File: config.mk
export PLATFORM = sky130hd
export DESIGN_NAME = branch_target_buffer
export DESIGN_NICKNAME = d
export VERILOG_FILES = /design/src/rtl/branch_target_buffer.sv
export SDC_FILE = /design/constraint.sdc
export NUM_CORES = 2
export LEC_CHECK = 0
export ABC_AREA = 1
export BUFFER_PORTS_ARGS = -buffer_cell sky130_fd_sc_hd__buf_4
export CORE_MARGIN = 2
export CORE_UTILIZATION = 45
export DETAILED_ROUTE_END_ITERATION = 16
export SLEW_MARGIN = 20
export SYNTH_ARGS = -nofsm -noshare
export SYNTH_HDL_FRONTEND = slang
export SYNTH_SLANG_ARGS = --single-unit
File: constraint.sdc
create_clock -name clk -period 32.4 [get_ports clk]
set_input_delay 6.48 -clock clk [delete_from_list [all_inputs] [get_ports clk]]
set_output_delay 6.48 -clock clk [all_outputs]
set_load 0.05 [all_outputs]
File: src/rtl/branch_target_buffer.sv
// Direct-mapped branch target buffer with 2-bit saturating direction counters.
// The lookup is combinational for the fetch PC, and the single update port trains the table.
module branch_target_buffer #(
  parameter int unsigned ENTRIES = 16
) (
  input  logic        clk,
  input  logic        reset,
  input  logic [31:0] fetch_pc,
  input  logic        fetch_valid,
  output logic        take_predicted_pc,
  output logic [31:0] predicted_pc,
  input  logic        upd_valid,
  input  logic [31:0] upd_pc,
  input  logic        upd_taken,
  input  logic [31:0] upd_target,
  input  logic        invalidate_all
);

  localparam int unsigned IDX_W = $clog2(ENTRIES);
  localparam int unsigned TAG_W = 30 - IDX_W;

  logic             r_valid  [ENTRIES];
  logic [TAG_W-1:0] r_tag    [ENTRIES];
  logic [29:0]      r_target [ENTRIES];
  logic [1:0]       r_ctr    [ENTRIES];

  logic [IDX_W-1:0] w_fetch_idx;
  logic [TAG_W-1:0] w_fetch_tag;
  logic             w_fetch_hit;
  logic [IDX_W-1:0] w_upd_idx;
  logic [TAG_W-1:0] w_upd_tag;
  logic             w_upd_hit;
  logic             w_unused;

  assign w_fetch_idx = fetch_pc[IDX_W+1:2];
  assign w_fetch_tag = fetch_pc[31:IDX_W+2];
  assign w_upd_idx   = upd_pc[IDX_W+1:2];
  assign w_upd_tag   = upd_pc[31:IDX_W+2];
  assign w_unused    = ^{fetch_pc[1:0], upd_pc[1:0], upd_target[1:0]};

  // Lookup sees the pre-update entry; no bypass from the update port.
  always_comb begin
    w_fetch_hit       = fetch_valid && r_valid[w_fetch_idx] &&
                        (r_tag[w_fetch_idx] == w_fetch_tag);
    take_predicted_pc = w_fetch_hit && r_ctr[w_fetch_idx][1] && !reset;
    predicted_pc      = take_predicted_pc ? {r_target[w_fetch_idx], 2'b00} : 32'h0;
  end

  assign w_upd_hit = r_valid[w_upd_idx] && (r_tag[w_upd_idx] == w_upd_tag);

  // Table state: bulk invalidate takes priority over training.
  always_ff @(posedge clk or posedge reset) begin
    if (reset) begin
      for (int unsigned i = 0; i < ENTRIES; i++) begin
        r_valid[i]  <= 1'b0;
        r_tag[i]    <= '0;
        r_target[i] <= '0;
        r_ctr[i]    <= 2'b00;
      end
    end else if (invalidate_all) begin
      for (int unsigned i = 0; i < ENTRIES; i++) begin
        r_valid[i] <= 1'b0;
      end
    end else if (upd_valid) begin
      if (w_upd_hit) begin
        if (upd_taken) begin
          r_target[w_upd_idx] <= upd_target[31:2];
          if (r_ctr[w_upd_idx] != 2'b11) begin
            r_ctr[w_upd_idx] <= r_ctr[w_upd_idx] + 2'd1;
          end
        end else if (r_ctr[w_upd_idx] != 2'b00) begin
          r_ctr[w_upd_idx] <= r_ctr[w_upd_idx] - 2'd1;
        end
      end else if (upd_taken) begin
        r_valid[w_upd_idx]  <= 1'b1;
        r_tag[w_upd_idx]    <= w_upd_tag;
        r_target[w_upd_idx] <= upd_target[31:2];
        r_ctr[w_upd_idx]    <= 2'b10;
      end
    end
  end

endmodule

==> run_results.csv <==
group,metric,value,unit
outcome,status,"complete, no violations",
timing,rsz0062_at_grt,"no",
cts,cts_buffers,106,
global_route,grtUsageMet1,40.9,%
setup_path,cp_data_required_time,25.92,ns
timing,clock_skew,0.0250,ns
final_layout,fin_nets,6463,
floorplanning,die_area,0.110,mm^2
power_and_ir_drop,p_sw,900,uW
detailed_routing,drcViolationCount,0,
place,dp_hpwl,86.1,mm
logic_synthesis,synth_cell_type_count,37,
cts,clockBufferDepth,3,
detailed_routing,viasPerCell,5.62,
cts,clk_pin_slew,0.06,ns
timing,fin_setup_tns,0,ns
power_and_ir_drop,p_int,2210,uW
timing,slew_headroom,25.4,%
timing,setup_viol,0,
logic_synthesis,netlist_area,0.0482,mm^2
cts,clk_latency,0.70,ns
setup_path,cp-end-kind,"primary output",
setup_path,r2r_start,"r_tag[315]",
final_layout,finalNonFillerCells,7842,
timing,hold_violations,0,
logic_synthesis,synth_edf_count,0,
cts,clock-sinks,944,
place,port_buffers,126,
cts,cts_hold_buf,0,
logic_synthesis,async_reset_ff_share,100,%
detailed_routing,drtIter0Drc,4809,
global_route,grt_max_degree,149,
logic_synthesis,synth_ff_type,"dfrtp_1",
setup_path,critPathKind,"input port to primary output",
setup_path,critPathMaxFanout,125,
floorplanning,io_pins,135,
setup_path,critPathLaunch,"fetch_pc[3]",
logic_synthesis,yosysWarnings,0,
power_and_ir_drop,p_seq_share,46.2,%
global_route,grt_pass1_vias,40900,
floorplanning,num_rows,120,
detailed_routing,postRouteAntennaNets,0,
global_route,overflow,0,
setup_path,arrival,11.37,ns
floorplanning,design.core.area,0.107,mm^2
final_layout,drive_above_1_share,6.51,%
logic_synthesis,synth_seq_cells,944,
detailed_routing,wl_per_cell,21.0,um
timing,clock.fmax,56.0,MHz
timing,worstMarginPinSlew,1.12,ns
setup_path,worstPathCellList,"clkbuf_8 -> buf_4 -> buf_12 -> o21ai_0 -> o22ai_1 -> o21ai_0 -> o22ai_1 -> xnor2_1 -> nand2_1 -> nor2_1 -> nand3_2 -> nor3_1 -> buf_4",
final_layout,area.growth.synth_to_final,9.98,%
cts,cts_root_buf,"clkbuf_16",
cts,htree_levels,3,
detailed_routing,wl,164,mm
final_layout,n_antenna_cell,0,
global_route,grt.busiest_layer,"met2",
logic_synthesis,synth_cells,6546,
global_route,grt_pass1_wl,253,mm
cts,cts_resized,0,
logic_synthesis,synth.avg_cell_area,7.36,um^2
job,max_cap_violations,0,
global_route,grt_use_total,29.5,%
power_and_ir_drop,power_density,58.6,mW/mm^2
global_route,use_met2,48.3,%
power_and_ir_drop,comb_power_share,14.6,%
detailed_routing,via_count,44100,
setup_path,startpoint_type,"input port",
hold_path,hp-class,"flop to flop",
setup_path,crit_slowest_cell,"nand3_2",
logic_synthesis,yosysSeqAreaShare,49.0,%
timing,slew_violations,0,
hold_path,min_from,"r_ctr[12]",
timing,timing.final.crit_share,55.1,%
power_and_ir_drop,swShare,29.0,%
global_route,grt_use_met3,3.57,%
final_layout,final_cell_mix,"2239 x nand2_1, 1252 x o21ai_0, 944 x dfrtp_1",
cts,tritoncts,"built",
timing,post-route-min-period,17.85,ns
place,place_inst,7653,
final_layout,final_common_cell,"nand2_1",
floorplanning,dieWidth,331,um
place,gp_congestion,0.855,
floorplanning,initial_utilization,45.2,%
power_and_ir_drop,irDropWorstVdd,0.0000390,V
cts,cts_setup_buffers,0,
global_route,antenna_found_initial,3,
setup_path,critPathMaxStageDelay,0.74,ns
detailed_routing,dr.pass1.iters,6,
power_and_ir_drop,static-leakage-power,0.0251,uW
floorplanning,die_y,331,um
power_and_ir_drop,p_clk_share,39.2,%
## cell type report
cell class / instances / area (um^2)
fill: 10700 / 53600
sequential: 944 / 23600
multi-input combinational: 4783 / 21300
clock buffer: 159 / 3140
tap: 1403 / 1760
timing repair buffer: 206 / 1630
inverter: 318 / 1230
clock inverter: 29 / 338
## sequential cells by signal, indices dropped and copies added (netlist names)
name / count
r_tag: 416
r_target: 480
r_ctr: 32
r_valid: 16
## worst max-delay path: cells and delay by family
family	cells	cell delay, ns
buffers and inverters	4	1.74
and+or+nand+nor	4	1.50
AOI/OAI and AO/OA	4	0.82
xor gates and xnor gates	1	0.36
## routing by layer
metal	wire length, um	up-vias	part of all wire [%]
met5	38	-	0.023
li1	-	21000	-
met4	5760	6	3.5
met2	75900	1799	46
met1	71100	21000	43
met3	11600	317	7.0
## cell usage after synthesis (44+ instances only)
cell type | n | area (um^2)
nor3_1 | 44 | 220
o22ai_1 | 78 | 488
nand4_1 | 49 | 307
dfrtp_1 | 944 | 23600
o21ai_0 | 1252 | 6270
clkbuf_1 | 333 | 1250
a21oi_1 | 266 | 1330
nor2_1 | 435 | 1630
o21ai_1 | 113 | 566
inv_1 | 313 | 1170
nand2_1 | 2250 | 8450
nand3_1 | 154 | 771
buf_2 | 99 | 495
## path summary, 6_finish.rpt
kind,depth (start not counted),slack (ns),endpoint
min in group asynchronous,3,6.26,r_target[424]
worst max register to register,20,28.59,r_ctr[7]
worst min-delay path,2,0.47,r_ctr[12]
worst min register to register,2,0.47,r_ctr[12]
max in group asynchronous,6,23.01,r_tag[176]
worst max-delay path,13,14.55,predicted_pc[22]
## cells by family (layout without fill, tap and decap cells)
kind of cell	after synthesis	count (layout)	share of synthesized area (%)
adders and majority gates	2	2	0.0519
buffers and inverters	820	712	7.03
DFF	944	944	49.0
and+or+nand+nor	2943	2943	23.8
AOI/OAI and AO/OA	1820	1820	19.8
other	1	2	0.00778
xor gates and xnor gates	16	16	0.291
## power by group through the flow
| stage | clock network, uW | logic [uW] | registers (uW) |
|---|---|---|---|
| 4_1_cts | 1230 | 455 | 1430 |
| 5_1_grt | 1280 | 525 | 1450 |
| 3_5_place_dp | 0 | 453 | 1450 |
| 6_report | 1220 | 455 | 1430 |
| 3_3_place_gp | 0 | 444 | 1450 |
| 2_1_floorplan | 0 | 333 | 1440 |
## through the flow
step | power [uW] | setup slack [ns] | utilization (%) | hold WS [ns] | instance area, um^2
2_1_floorplan | 1770 | 4.37 | - | 0.443 | 48200
3_3_place_gp | 1890 | 14.69 | 46.4 | 0.456 | 49500
3_5_place_dp | 1900 | 14.62 | 46.4 | 0.459 | 49500
4_1_cts | 3120 | 14.61 | 49.7 | 0.474 | 53000
5_1_grt | 3260 | 14.35 | 49.7 | 0.499 | 53000
6_report | 3110 | 14.55 | 49.7 | 0.472 | 53000
(Power assumes the default switching activity.)
